**config.mk**
```make
export PLATFORM = sky130hd
export DESIGN_NAME = ising_observable_accumulator_flat
export DESIGN_NICKNAME = d
export VERILOG_FILES = /design/src/rtl/ising_observable_accumulator_if.sv /design/src/rtl/ising_observable_accumulator.sv /design/src/flat_wrapper.sv
export SDC_FILE = /design/constraint.sdc
export NUM_CORES = 1
export LEC_CHECK = 0
export BUFFER_PORTS_ARGS = -buffer_cell sky130_fd_sc_hd__buf_2
export CORE_ASPECT_RATIO = 1.4
export CORE_MARGIN = 2
export CORE_UTILIZATION = 45
export DETAILED_ROUTE_END_ITERATION = 16
export GPL_TIMING_DRIVEN = 0
export PLACE_DENSITY_LB_ADDON = 0.08
export SYNTH_ARGS = -nofsm -noshare
export SYNTH_HDL_FRONTEND = slang
export SYNTH_SLANG_ARGS = --single-unit
```
**constraint.sdc**
```tcl
create_clock -name clk -period 3.9 [get_ports clk]
set_input_delay 0.195 -clock clk [delete_from_list [all_inputs] [get_ports clk]]
set_output_delay 0.195 -clock clk [all_outputs]
set_load 0.03 [all_outputs]
```
**src/rtl/ising_observable_accumulator_if.sv**
```systemverilog
// Sample/result bus for the Ising observable accumulator.
// The master side feeds samples and acknowledges results; the slave side is the accumulator.
interface ising_observable_accumulator_if #(
    parameter int DATA_WIDTH  = 16,
    parameter int WINDOW_LOG2 = 4
);
    logic                          enable;
    logic                          clear;
    logic                          sample_valid;
    logic signed [DATA_WIDTH-1:0]  energy;
    logic signed [DATA_WIDTH-1:0]  magnetization;
    logic                          result_valid;
    logic                          result_ready;
    logic signed [DATA_WIDTH-1:0]  avg_energy;
    logic [DATA_WIDTH-1:0]         avg_abs_mag;
    logic signed [DATA_WIDTH-1:0]  min_energy;
    logic signed [DATA_WIDTH-1:0]  max_energy;
    logic [2*DATA_WIDTH-1:0]       avg_energy_sq;
    logic [2*DATA_WIDTH-1:0]       avg_mag_sq;
    logic [WINDOW_LOG2-1:0]        sample_count;
    logic                          busy;
    logic                          overrun;

    modport master (
        output enable, clear, sample_valid, energy, magnetization, result_ready,
        input  result_valid, avg_energy, avg_abs_mag, min_energy, max_energy,
               avg_energy_sq, avg_mag_sq, sample_count, busy, overrun
    );

    modport slave (
        input  enable, clear, sample_valid, energy, magnetization, result_ready,
        output result_valid, avg_energy, avg_abs_mag, min_energy, max_energy,
               avg_energy_sq, avg_mag_sq, sample_count, busy, overrun
    );
endinterface

```
**src/rtl/ising_observable_accumulator.sv**
```systemverilog
// Windowed mean/extrema accumulator for Ising energy and magnetization samples.
// Optional second moments (E^2, M^2 means) are built when ISING_SQ_MOMENTS_EN is defined.
module ising_observable_accumulator #(
    parameter int DATA_WIDTH  = 16,
    parameter int WINDOW_LOG2 = 4
) (
    input  logic clk,
    input  logic rst,
    ising_observable_accumulator_if.slave bus
);
    localparam int SUM_W = DATA_WIDTH + WINDOW_LOG2;
    localparam logic signed [DATA_WIDTH-1:0] MOST_NEG = {1'b1, {(DATA_WIDTH-1){1'b0}}};
    localparam logic [DATA_WIDTH-1:0]        MOST_POS = {1'b0, {(DATA_WIDTH-1){1'b1}}};

    typedef enum logic {IDLE, ACCUM} state_t;
    state_t state_reg, state_next;

    logic                          accept;
    logic                          closing;
    logic [WINDOW_LOG2-1:0]        count_reg;
    logic signed [SUM_W-1:0]       e_sum_reg;
    logic [SUM_W-1:0]              m_sum_reg;
    logic signed [SUM_W-1:0]       e_total;
    logic [SUM_W-1:0]              m_total;
    logic [DATA_WIDTH-1:0]         abs_mag;
    logic signed [DATA_WIDTH-1:0]  min_reg, max_reg, min_cur, max_cur;
    logic signed [DATA_WIDTH-1:0]  avg_energy_reg, min_energy_reg, max_energy_reg;
    logic [DATA_WIDTH-1:0]         avg_abs_mag_reg;
    logic                          result_valid_reg;
    logic                          overrun_reg;

    assign accept  = bus.sample_valid & bus.enable & ~bus.clear;
    assign closing = accept && (count_reg == {WINDOW_LOG2{1'b1}});

    // |M| of the most negative code has no positive twin, so it saturates.
    always_comb begin
        abs_mag = bus.magnetization;
        if (bus.magnetization[DATA_WIDTH-1]) begin
            if (bus.magnetization == MOST_NEG)
                abs_mag = MOST_POS;
            else
                abs_mag = DATA_WIDTH'(-bus.magnetization);
        end
    end

    assign e_total = e_sum_reg + SUM_W'(bus.energy);
    assign m_total = m_sum_reg + SUM_W'(abs_mag);

    always_comb begin
        min_cur = min_reg;
        max_cur = max_reg;
        if (count_reg == '0) begin
            min_cur = bus.energy;
            max_cur = bus.energy;
        end else begin
            if (bus.energy < min_reg) min_cur = bus.energy;
            if (bus.energy > max_reg) max_cur = bus.energy;
        end
    end

    // FSM: state register
    always_ff @(posedge clk) begin
        if (rst) state_reg <= IDLE;
        else     state_reg <= state_next;
    end

    // FSM: next state
    always_comb begin
        state_next = state_reg;
        case (state_reg)
            IDLE:    if (accept) state_next = ACCUM;
            ACCUM:   if (bus.clear || closing) state_next = IDLE;
            default: state_next = IDLE;
        endcase
    end

    // FSM: outputs
    always_comb begin
        bus.busy = (state_reg == ACCUM);
    end

    // Window accumulation; closing sample folds straight into the result, not the sums.
    always_ff @(posedge clk) begin
        if (rst || bus.clear) begin
            count_reg <= '0;
            e_sum_reg <= '0;
            m_sum_reg <= '0;
            min_reg   <= '0;
            max_reg   <= '0;
        end else if (accept) begin
            if (closing) begin
                count_reg <= '0;
                e_sum_reg <= '0;
                m_sum_reg <= '0;
                min_reg   <= '0;
                max_reg   <= '0;
            end else begin
                count_reg <= count_reg + 1'b1;
                e_sum_reg <= e_total;
                m_sum_reg <= m_total;
                min_reg   <= min_cur;
                max_reg   <= max_cur;
            end
        end
    end

    // Taking the top DATA_WIDTH bits above the shift equals an arithmetic/logical shift.
    always_ff @(posedge clk) begin
        if (rst) begin
            avg_energy_reg  <= '0;
            avg_abs_mag_reg <= '0;
            min_energy_reg  <= '0;
            max_energy_reg  <= '0;
        end else if (closing) begin
            avg_energy_reg  <= e_total[WINDOW_LOG2 +: DATA_WIDTH];
            avg_abs_mag_reg <= m_total[WINDOW_LOG2 +: DATA_WIDTH];
            min_energy_reg  <= min_cur;
            max_energy_reg  <= max_cur;
        end
    end

    always_ff @(posedge clk) begin
        if (rst || bus.clear) begin
            result_valid_reg <= 1'b0;
            overrun_reg      <= 1'b0;
        end else begin
            if (closing)
                result_valid_reg <= 1'b1;
            else if (result_valid_reg && bus.result_ready)
                result_valid_reg <= 1'b0;
            if (closing && result_valid_reg && !bus.result_ready)
                overrun_reg <= 1'b1;
        end
    end

`ifdef ISING_SQ_MOMENTS_EN
    localparam int SQ_W = 2*DATA_WIDTH + WINDOW_LOG2;

    logic signed [2*DATA_WIDTH-1:0] e_prod, m_prod;
    logic [SQ_W-1:0]                e_sq_sum_reg, m_sq_sum_reg;
    logic [SQ_W-1:0]                e_sq_total, m_sq_total;
    logic [2*DATA_WIDTH-1:0]        avg_energy_sq_reg, avg_mag_sq_reg;

    // Squares of signed values are non-negative and fit in 2*DATA_WIDTH unsigned bits.
    assign e_prod     = bus.energy * bus.energy;
    assign m_prod     = bus.magnetization * bus.magnetization;
    assign e_sq_total = e_sq_sum_reg + SQ_W'($unsigned(e_prod));
    assign m_sq_total = m_sq_sum_reg + SQ_W'($unsigned(m_prod));

    always_ff @(posedge clk) begin
        if (rst || bus.clear) begin
            e_sq_sum_reg <= '0;
            m_sq_sum_reg <= '0;
        end else if (accept) begin
            e_sq_sum_reg <= closing ? '0 : e_sq_total;
            m_sq_sum_reg <= closing ? '0 : m_sq_total;
        end
    end

    always_ff @(posedge clk) begin
        if (rst) begin
            avg_energy_sq_reg <= '0;
            avg_mag_sq_reg    <= '0;
        end else if (closing) begin
            avg_energy_sq_reg <= e_sq_total[WINDOW_LOG2 +: 2*DATA_WIDTH];
            avg_mag_sq_reg    <= m_sq_total[WINDOW_LOG2 +: 2*DATA_WIDTH];
        end
    end

    assign bus.avg_energy_sq = avg_energy_sq_reg;
    assign bus.avg_mag_sq    = avg_mag_sq_reg;
`else
    assign bus.avg_energy_sq = '0;
    assign bus.avg_mag_sq    = '0;
`endif

    assign bus.result_valid = result_valid_reg;
    assign bus.overrun      = overrun_reg;
    assign bus.sample_count = count_reg;
    assign bus.avg_energy   = avg_energy_reg;
    assign bus.avg_abs_mag  = avg_abs_mag_reg;
    assign bus.min_energy   = min_energy_reg;
    assign bus.max_energy   = max_energy_reg;
endmodule

```
**src/flat_wrapper.sv**
```systemverilog
// flat-port wrapper written by rule: the top's interface ports become plain ports
module ising_observable_accumulator_flat 
#(
    parameter int DATA_WIDTH  = 16,
    parameter int WINDOW_LOG2 = 4
)
  (clk, rst, bus_enable, bus_clear, bus_sample_valid, bus_energy, bus_magnetization, bus_result_ready, bus_result_valid, bus_avg_energy, bus_avg_abs_mag, bus_min_energy, bus_max_energy, bus_avg_energy_sq, bus_avg_mag_sq, bus_sample_count, bus_busy, bus_overrun);
  ising_observable_accumulator_if #(.DATA_WIDTH(DATA_WIDTH), .WINDOW_LOG2(WINDOW_LOG2)) bus_i ();
  input  logic clk;
  input  logic rst;
  input wire logic [$bits(bus_i.enable)-1:0] bus_enable;
  input wire logic [$bits(bus_i.clear)-1:0] bus_clear;
  input wire logic [$bits(bus_i.sample_valid)-1:0] bus_sample_valid;
  input wire logic [$bits(bus_i.energy)-1:0] bus_energy;
  input wire logic [$bits(bus_i.magnetization)-1:0] bus_magnetization;
  input wire logic [$bits(bus_i.result_ready)-1:0] bus_result_ready;
  output wire logic [$bits(bus_i.result_valid)-1:0] bus_result_valid;
  output wire logic [$bits(bus_i.avg_energy)-1:0] bus_avg_energy;
  output wire logic [$bits(bus_i.avg_abs_mag)-1:0] bus_avg_abs_mag;
  output wire logic [$bits(bus_i.min_energy)-1:0] bus_min_energy;
  output wire logic [$bits(bus_i.max_energy)-1:0] bus_max_energy;
  output wire logic [$bits(bus_i.avg_energy_sq)-1:0] bus_avg_energy_sq;
  output wire logic [$bits(bus_i.avg_mag_sq)-1:0] bus_avg_mag_sq;
  output wire logic [$bits(bus_i.sample_count)-1:0] bus_sample_count;
  output wire logic [$bits(bus_i.busy)-1:0] bus_busy;
  output wire logic [$bits(bus_i.overrun)-1:0] bus_overrun;
  assign bus_i.enable = bus_enable;
  assign bus_i.clear = bus_clear;
  assign bus_i.sample_valid = bus_sample_valid;
  assign bus_i.energy = bus_energy;
  assign bus_i.magnetization = bus_magnetization;
  assign bus_i.result_ready = bus_result_ready;
  assign bus_result_valid = bus_i.result_valid;
  assign bus_avg_energy = bus_i.avg_energy;
  assign bus_avg_abs_mag = bus_i.avg_abs_mag;
  assign bus_min_energy = bus_i.min_energy;
  assign bus_max_energy = bus_i.max_energy;
  assign bus_avg_energy_sq = bus_i.avg_energy_sq;
  assign bus_avg_mag_sq = bus_i.avg_mag_sq;
  assign bus_sample_count = bus_i.sample_count;
  assign bus_busy = bus_i.busy;
  assign bus_overrun = bus_i.overrun;
  ising_observable_accumulator #(.DATA_WIDTH(DATA_WIDTH), .WINDOW_LOG2(WINDOW_LOG2)) u_core (.clk(clk), .rst(rst), .bus(bus_i));
endmodule
```
==> results of run 1 <==
[where the power goes]
group | switching (W) | internal [W]
Combinational | 0.000335 | 0.000187
Clock | 0.000663 | 0.00120
Sequential | 0.00000818 | 0.00147
[per-stage QoR]
step             util  total power, W  hold WS, ps  instances
6_report       0.5626        0.003864        80.42       1508
3_5_place_dp   0.5201        0.002015        445.8       1473
5_1_grt        0.5626        0.003995        101.2       1508
3_3_place_gp   0.5201        0.002011        439.5       1473
4_1_cts        0.5585        0.003871        63.56       1507
2_1_floorplan       -        0.001888        327.9       1122
[repair_timing]
item	in CTS	in global routing
setup endpoints to repair	8	18
pin swaps	1	2
setup buffers	2	2
gates resized for setup	6	17
[Yosys cell counts, drive strengths merged, types with 3 or more instances]
cell type	number
a211o	5
a211oi	28
a21o	25
a21oi	69
a221oi	3
a22o	22
a22oi	31
a31o	3
a31oi	5
and2	3
and4	3
buf	72
clkbuf	44
dfxtp	143
ha	70
inv	47
mux2i	14
nand2	95
nand2b	6
nand3	11
nand3b	5
nand4	10
nor2	145
nor2b	6
nor3	12
nor3b	3
nor4	17
o2111ai	3
o211ai	7
o21a	14
o21ai	43
o21bai	3
o31ai	6
or2	6
or3	8
or4	3
xnor2	19
xor2	22
[metal layers]
layer | GRT usage | up-vias
li1 | - | 4021
met1 | 0.2761 | 3716
met2 | 0.4734 | 201
met3 | 0.03354 | 46
met4 | 0.08847 | 0
met5 | 0 | -
[logic make-up after synthesis]
logic type               Yosys count  share of synthesized area
AND/OR/NAND/NOR                  338                     0.1776
adder cells (fa/ha/maj)           72                     0.1061
other                              1                  0.0004346
multiplexers                      15                    0.01754
XOR/XNOR                          41                    0.04161
AO/OA/AOI/OAI                    286                     0.2244
buffers and inverters            163                     0.1005
flip-flops                       143                     0.3317
[tightest hold or removal path, stage by stage]
cell and delay [ps]:
buf_2 70, nand2b_1 120, a21oi_1 70
[path summary, 6_finish.rpt]
path | start | to | cells past startpoint
worst max register to register | u_core.min_reg[9] | u_core.min_reg[0] | 11
worst min-delay path | bus_result_ready | u_core.bus.result_valid | 3
worst max-delay path | bus_magnetization[5] | u_core.m_sum_reg[18] | 16
worst min register to register | u_core.bus.avg_abs_mag[13] | u_core.bus.avg_abs_mag[13] | 2
[cell type report]
class,instances,area [um^2]
Clock inverter,14,240.2
Inverter,47,176.4
Sequential cell,143,2863
Multi-Input combinational cell,816,5241
Buffer,115,686.9
Clock buffer,18,429.2
Timing Repair Buffer,111,565.5
Tap cell,244,305.3
Fill cell,1859,8169
==> metrics.md, run 1 <==
| Metric | Value |
|---|---|
| Status | `finished, final reports clean` |
| Syn Area/Cell | `8.149 um^2` |
| Starting density of the core | `0.4620` |
| Vias in the first global route | `7718` |
| FMAX | `0.2659 GHz` |
| Commonest non-fill, non-tap cell in the layout | `nor2_1` |
| Setup tns final | `0 ps` |
| DRT met1 WL | `10090 um` |
| H-tree Lvls | `4` |
| Pre-CTS WS | `-618.2 ps` |
| Share of cells above drive strength 1 | `0.1938` |
| Register area share after synthesis | `0.3317` |
| Netlist cell types | `67` |
| Avg WL per Cell | `16.65 um` |
| PD cells | `367.8 mW/mm^2` |
| Largest net degree at the start of global routing | `17` |
| P&R area growth vs syn | `21.76%` |
| Die ar. | `0.02032 mm^2` |
| Final GP Congestion | `0.9317` |
| Synth Register Bits | `143` |
| Die Wd | `121.0 um` |
| CTS tree | `built` |
| IO buf count | `107` |
| Buffer and inverter count on the worst path | `1` |
| Crit Path Class | `in2reg` |
| Top Ports | `173` |
| Most frequent cells in the layout | `144 x nor2_1, 143 x dfxtp_1, 113 x buf_2, 95 x nand2_1, 68 x buf_4` |
| Global-route wire length before repair | `39670 um` |
| Setup violators final | `0` |
| Rows | `59` |
| Met3 wire length | `1018 um` |
| Slew Viols, Final | `0` |
| Final net count | `1361` |
| Max stage delay on crit path | `490 ps` |
| Delay-heaviest family, CP | `simple AND/OR/NAND/NOR gates` |
| Grt ovf | `0` |
| Leak | `4.654 nW` |
| Top cells by area, synth | `dfxtp_1 33%, ha_1 10%, nor2_1 6.3%` |
| Final clock skew | `6.688 ps` |
| DR vias | `7984` |
| Critical-path cell list | `buf_2 > or3_4 > or4_4 > or2_4 > or4_4 > nand2_1 > nand2_1 > mux2_2 > ha_4 > o21a_1 > nor2_1 > or2_2 > o32ai_4 > nor2b_4 > o211ai_1 > o32ai_1` |
| Maximum vdd drop | `299.6 uV` |
| Clock latency on the worst-skew pair | `430 ps` |
| Crit start category | `primary input` |
| YS warnings | `0` |
| Drt drc | `0` |
| Final Hold Fails | `0` |
| # clock sinks | `143` |
| Hold Crit Class | `in2reg` |
| Clock slew at reported path FFs | `60 ps` |
| Worst Path Max Fanout | `6` |
| Post-CTS Hold Buffers | `0` |
| Total Wirelength | `25110 um` |
| Die Y | `167.9 um` |
| Routed wl met2 | `13340 um` |
| DR top layer | `met4` |
| FFs w/ async S/R, synth | `0` |
| Leading area contributor after synthesis | `dfxtp_1` |
| HPWL after DPL | `19320 um` |
| ANT nets after route | `0` |
| Vias per inst | `5.294` |
| Max-cap violation count | `0` |
| Tmin final | `3760 ps` |
| DP Area | `0.009714 mm^2` |
| Clk root buf | `clkbuf_16` |
| Initial antenna violation count | `0` |
| Synthesized cell area | `0.008630 mm^2` |
| Setup crit end kind | `flop` |
| Design Area, Final | `0.01051 mm^2` |
| Syn Inst Count | `1059` |
| Core area | `0.01868 mm^2` |
| CP max stage cell | `or4_4` |
| Total CTS buffers | `17` |
| Ys flop type | `dfxtp_1` |
| Number of synthesized flops with an enable pin | `0` |
| Ant. Diodes | `0` |
| Slew HR | `0.4437` |
| Arrival time at the worst endpoint | `4100 ps` |
| Final setup margin | `139.5 ps` |
| Worst Path Required | `4240 ps` |
| Reg2Reg Setup Slack | `850 ps` |
| Drt first pass iters | `4` |
| Worst-margin pin slew | `831.3 ps` |
| Top-area cell type share of the netlist area | `0.3317` |
| All-layer global routing usage | `0.2486` |
| CTS max path bufs | `2` |
| Detailed Route Iter0 Violations | `416` |
| Fin crit share | `0.9642` |
(Power assumes the default switching activity.)
==> run 2, diff against run 1 <==
ABC_AREA = 1   (was unset)
==> run 2 against run 1 <==
Net effect:
- utilization shrank 2.6 points
- clock power decreased by 12%
- synthesized area increased by 12%
- global-route usage increased by 0.46 points
- final cell count is 30% higher
- fmax up 9.4%
- design area grew 7.9%
- wire length up 12%
- die area increased by 12%
- setup slack gained 320 ps
- via count grew 19%
- critical path type unchanged
- largest power group unchanged
==> metrics.md, run 2 <==
| Metric | Value |
|---|---|
| # clock sinks | `143` |
| H-tree Lvls | `4` |
| Drt first pass iters | `5` |
| Setup violators final | `0` |
| Die ar. | `0.02267 mm^2` |
| Status | `finished, final reports clean` |
| Number of synthesized flops with an enable pin | `0` |
| Share of cells above drive strength 1 | `0.1422` |
| Top Ports | `173` |
| Max-cap violation count | `0` |
| Worst Path Max Fanout | `10` |
| Multiplexer share of the synthesized area | `0` |
| Adder-cell share of the synthesized area | `0.09481` |
| Largest family of logic cells by synthesized area | `simple AND/OR/NAND/NOR gates` |
| Fin crit share | `0.8810` |
| Leak | `5.988 nW` |
| Clock slew at reported path FFs | `60 ps` |
| Vias in the first global route | `9013` |
| Grt met3 use | `0.03678` |
| CP max stage cell | `o21ai_0` |
| Simple-gate share of the synthesized area | `0.3181` |
| Max stage delay on crit path | `330 ps` |
| P&R area growth vs syn | `17.32%` |
| Final net count | `1793` |
| Maximum vdd drop | `311.9 uV` |
| FFs w/ async S/R, synth | `0` |
| Hold Crit Class | `in2reg` |
| Die Y | `177.4 um` |
| Commonest cells in the netlist | `402 x nand2_1, 194 x inv_1, 164 x nor2_1, 143 x dfxtp_1, 118 x a21oi_1` |
| Most common cell in the netlist | `nand2_1` |
| Avg WL per Cell | `14.35 um` |
| Top cells by area, synth | `dfxtp_1 30%, nand2_1 16%, ha_1 9.1%` |
| DR vias | `9516` |
| M1 GR Usage | `0.2825` |
| Drt drc | `0` |
| Clk root buf | `clkbuf_16` |
| DP Area | `0.01076 mm^2` |
| Most frequent cells in the layout | `402 x nand2_1, 194 x inv_1, 164 x nor2_1, 143 x dfxtp_1` |
| Leading area contributor after synthesis | `dfxtp_1` |
| Worst-margin pin slew | `819.3 ps` |
| Design Area, Final | `0.01133 mm^2` |
| Global-route wire length before repair | `44660 um` |
| Tmin final | `3436 ps` |
| Setup crit end kind | `flop` |
| Rows | `63` |
| Commonest non-fill, non-tap cell in the layout | `nand2_1` |
| Die Wd | `127.8 um` |
| Post-layout util | `0.5365` |
| Vias per inst | `4.868` |
| CTS max path bufs | `2` |
| Syn Inst Count | `1494` |
| Top-area cell type share of the netlist area | `0.2963` |
| Largest net degree at the start of global routing | `17` |
| Compound-gate portion of the synthesized area | `0.1176` |
| Final GP Congestion | `0.9171` |
| Grt ovf | `0` |
| YS warnings | `0` |
| Crit Path Class | `in2reg` |
| Slew HR | `0.4538` |
| CTS tree | `built` |
| Total CTS buffers | `17` |
| Post-CTS Hold Buffers | `0` |
| PD cells | `325.5 mW/mm^2` |
| Synth Register Bits | `143` |
| Register area share after synthesis | `0.2963` |
| Grt met2 use | `0.4639` |
| Worst Path Required | `4230 ps` |
| Slew Viols, Final | `0` |
| Synthesized cell area | `0.009661 mm^2` |
| Initial antenna violation count | `0` |
| Core area | `0.02113 mm^2` |
| ANT nets after route | `0` |
| GR peak layer | `met2` |
| RSZ-0062 raised after global routing | `no` |
| XOR/XNOR Fraction of Synth Area | `0.02176` |
| IO buf count | `107` |
| Starting density of the core | `0.4573` |
| Total Wirelength | `28060 um` |
| Detailed Route Iter0 Violations | `461` |
| Ys flop type | `dfxtp_1` |
| Ant. Diodes | `0` |
| Crit start category | `primary input` |
| Netlist cell types | `45` |
| Syn Area/Cell | `6.466 um^2` |
| Clock latency on the worst-skew pair | `440 ps` |
| Final clock skew | `7.468 ps` |
| All-layer global routing usage | `0.2532` |
| Arrival time at the worst endpoint | `3770 ps` |
| FMAX | `0.2910 GHz` |
| HPWL after DPL | `22420 um` |
| Final Hold Fails | `0` |
==> run 2: cell count changes after synthesis, moves of 20 or more <==
cell / previous run / this run
a211oi_1: 28 / 1
a21oi_1: 69 / 118
a22o_1: 22 / 0
a22oi_1: 31 / 0
inv_1: 47 / 194
nand2_1: 95 / 402
nand3_1: 11 / 98
nor2_1: 144 / 164
==> run 2: what timing repair did <==
action	CTS	global route
resized for setup	0	1
setup buffers	0	0
endpoints found under the setup margin	0	9
==> run 2: critical path: cells and delay by family <==
family / cells / cell delay [ps]
AOI/OAI and AO/OA: 3 / 600
buffers and inverters: 8 / 780
xor gates and xnor gates: 1 / 160
and+or+nand+nor: 11 / 1420
adders and majority gates: 3 / 610
==> run 2: layer usage <==
metal | up-vias | part of all wire
met5 | - | 0
met4 | 0 | 0.043
met3 | 60 | 0.038
met2 | 241 | 0.51
met1 | 4214 | 0.41
li1 | 5001 | -
==> run 2: cells by family after synthesis <==
logic type,Yosys count
and+or+nand+nor,730
buffers and inverters,314
AOI/OAI and AO/OA,210
DFF,143
adders and majority gates,72
xor gates and xnor gates,24
other,1
==> run 2: power by group <==
group	leakage [nW]	internal [W]	switching [W]
clock network	0.273	0.000939	0.000688
logic	4.56	0.000185	0.000399
registers	1.15	0.00147	0.00000684
total	5.99	0.00260	0.00109
==> run 2: final cells by class <==
cell class | instances | area [um^2]
fill | 2213 | 9792
multi-input combinational | 1100 | 5580
sequential | 143 | 2863
inverter | 197 | 739.5
buffer | 117 | 719.4
timing repair buffer | 107 | 535.5
clock buffer | 18 | 429.2
tap | 260 | 325.3
clock inverter | 13 | 141.4
==> run 2: per-stage QoR <==
stage / setup WS, ps / power (W) / std cells / hold slack [ps] / TNS, ps
2_1_floorplan: 910.7 / 0.001941 / 1557 / 374.0 / 0
3_3_place_gp: -111.0 / 0.002086 / 1924 / 452.1 / -333.5
3_5_place_dp: -122.9 / 0.002090 / 1924 / 456.1 / -612.1
4_1_cts: 327.9 / 0.003706 / 1955 / 50.97 / 0
5_1_grt: 17.64 / 0.003832 / 1955 / 70.43 / 0
6_report: 464.0 / 0.003689 / 1955 / 63.22 / 0
==> run 2: path summary, 6_finish.rpt <==
check	startpoint	end	slack (ps)	cells after the start
worst max register to register	u_core.m_sum_reg[0]	u_core.bus.avg_abs_mag[8]	1490	12
worst max-delay path	bus_magnetization[0]	u_core.bus.avg_abs_mag[14]	460	26
worst min-delay path	bus_result_ready	u_core.bus.result_valid	60	4
worst min register to register	u_core.max_reg[11]	u_core.max_reg[11]	470	2
==> run 3, diff against run 2 <==
REMOVE_ABC_BUFFERS = 1   (was unset)
==> run 3 against run 2 <==
Net effect:
- critical path depth fell by 1
- worst hold slack got worse by 12 ps
- first-iteration DRC count fell by 5.0%
==> metrics.md, run 3 (synthesized netlist as in run 2, its figures left out) <==
| Metric | Value |
|---|---|
| Status | `finished, final reports clean` |
| ANT nets after route | `0` |
| Die ar. | `0.02267 mm^2` |
| Share of cells above drive strength 1 | `0.1085` |
| Largest net degree at the start of global routing | `75` |
| Design Area, Final | `0.01089 mm^2` |
| Top Ports | `173` |
| DP Area | `0.01018 mm^2` |
| Crit Path Class | `in2reg` |
| Avg WL per Cell | `13.73 um` |
| Hold Crit Class | `in2reg` |
| CTS max path bufs | `2` |
| All-layer global routing usage | `0.2320` |
| Slew HR | `0.1769` |
| Grt ovf | `0` |
| FF/Latch Area | `0.002863 mm^2` |
| CTS tree | `built` |
| Tmin final | `3460 ps` |
| Clock slew at reported path FFs | `60 ps` |
| Buffer and inverter count on the worst path | `7` |
| Starting density of the core | `0.4573` |
| Arrival time at the worst endpoint | `3790 ps` |
| Detailed Route Iter0 Violations | `438` |
| Delay-heaviest family, CP | `simple AND/OR/NAND/NOR gates` |
| Clk root buf | `clkbuf_16` |
| Slew Viols, Final | `0` |
| # clock sinks | `143` |
| RSZ-0062 raised after global routing | `no` |
| Rows | `63` |
| Clock latency on the worst-skew pair | `430 ps` |
| Max-cap violation count | `0` |
| Pre-CTS WS | `-327.3 ps` |
| Fill cells | `2259` |
| Initial antenna violation count | `0` |
| Core area | `0.02113 mm^2` |
| HPWL after DPL | `18260 um` |
| Crit Reg-Reg Startpoint | `u_core.bus.sample_count[0]` |
| Total CTS buffers | `17` |
| # Post-CTS Setup Buffers | `0` |
| Worst Path Required | `4230 ps` |
| Ant. Diodes | `0` |
| Leak | `5.640 nW` |
| FMAX | `0.2890 GHz` |
| Hold_sp | `bus_result_ready` |
| Setup crit end kind | `flop` |
| Worst Path Max Fanout | `13` |
| Setup violators final | `0` |
| IO buf count | `108` |
| Max stage delay on crit path | `380 ps` |
| Total Wirelength | `25340 um` |
| Post-CTS Hold Buffers | `0` |
| Worst-margin pin slew | `1227 ps` |
| Final Hold Fails | `0` |
| Final net count | `1682` |
| H-tree Lvls | `4` |
| Most frequent cells in the layout | `402 x nand2_1, 193 x inv_1, 164 x nor2_1, 143 x dfxtp_1, 118 x a21oi_1` |
| Vias per inst | `4.930` |
| Die Y | `177.4 um` |
| PD cells | `362.0 mW/mm^2` |
| DR vias | `9095` |
| Crit start category | `primary input` |
| Final setup margin | `439.5 ps` |
| Vias in the first global route | `8617` |
| Commonest non-fill, non-tap cell in the layout | `nand2_1` |
| Fin crit share | `0.8873` |
| Maximum vdd drop | `299.6 uV` |
| Area of the multi-input gates | `0.005603 mm^2` |
| Drt drc | `0` |
| Die Wd | `127.8 um` |
| Drt first pass iters | `4` |
| Worst Hold Slack | `51.54 ps` |
| P&R area growth vs syn | `12.72%` |
| CP Launch Point | `bus_magnetization[0]` |
| Final clock skew | `7.741 ps` |
| Global-route wire length before repair | `41770 um` |
| CP max stage cell | `o21ai_1` |
| Final GP Congestion | `0.9186` |
## run 3: cell count changes in the layout (fill, tap and decap cells not counted), sizes merged
cell	change
clkbuf	-32
bufinv	+4
clkinv	-5
inv	-2
clkinvlp	-1
buf	-74
## run 3: area by class of cell
| cell class | count | area share |
|---|---|---|
| Inverter | 197 | 0.06814 |
| Timing Repair Buffer | 113 | 0.05952 |
| Clock inverter | 9 | 0.01838 |
| Tap cell | 260 | 0.02987 |
| Clock buffer | 23 | 0.04665 |
| Multi-Input combinational cell | 1100 | 0.5145 |
| Sequential cell | 143 | 0.2629 |
## run 3: worst paths after layout
check	to	slack, ps	depth (start not counted)
worst max-delay path	u_core.bus.avg_abs_mag[14]	440	25
worst min-delay path	u_core.bus.result_valid	50	4
worst max register to register	u_core.bus.avg_energy[6]	930	8
worst min register to register	u_core.bus.overrun	460	1
## run 3: where the power goes
part | switching [W] | internal [W] | total, W
clock | 0.000648 | 0.00130 | 0.00195
sequential | 0.00000655 | 0.00147 | 0.00148
combinational | 0.000375 | 0.000137 | 0.000513
total | 0.00103 | 0.00291 | 0.00394
## run 3: routing by layer
metal | part of all wire | global-route usage | wire (um) | vias up
met5 | 0 | 0 | 0 | -
met4 | 0.021 | 0.08562 | 541 | 0
met3 | 0.033 | 0.03678 | 828 | 40
met2 | 0.54 | 0.4436 | 13570 | 169
met1 | 0.41 | 0.2543 | 10400 | 4095
li1 | - | - | - | 4791
## run 3: timing repair
action / in CTS / in global routing
setup endpoints to repair: 0 / 13
resized for setup: 0 / 2
hold endpoints to repair: 0 / 0
## run 3: stage by stage
stage	utilization	TNS [ps]	std cells	power (W)
final	0.5155	0	1845	0.003941
after global routing	0.5155	0	1845	0.004107
after CTS	0.5152	0	1845	0.003981
after detailed placement	0.4817	-2213	1813	0.002024
after global placement	0.4754	-851370	1808	0.002015
after floorplan	-	-214110	1440	0.001872
## run 3: tightest hold or removal path, stage by stage
cell and delay, ps:
buf_2 80, inv_1 30, nand2_1 70, a21oi_1 60
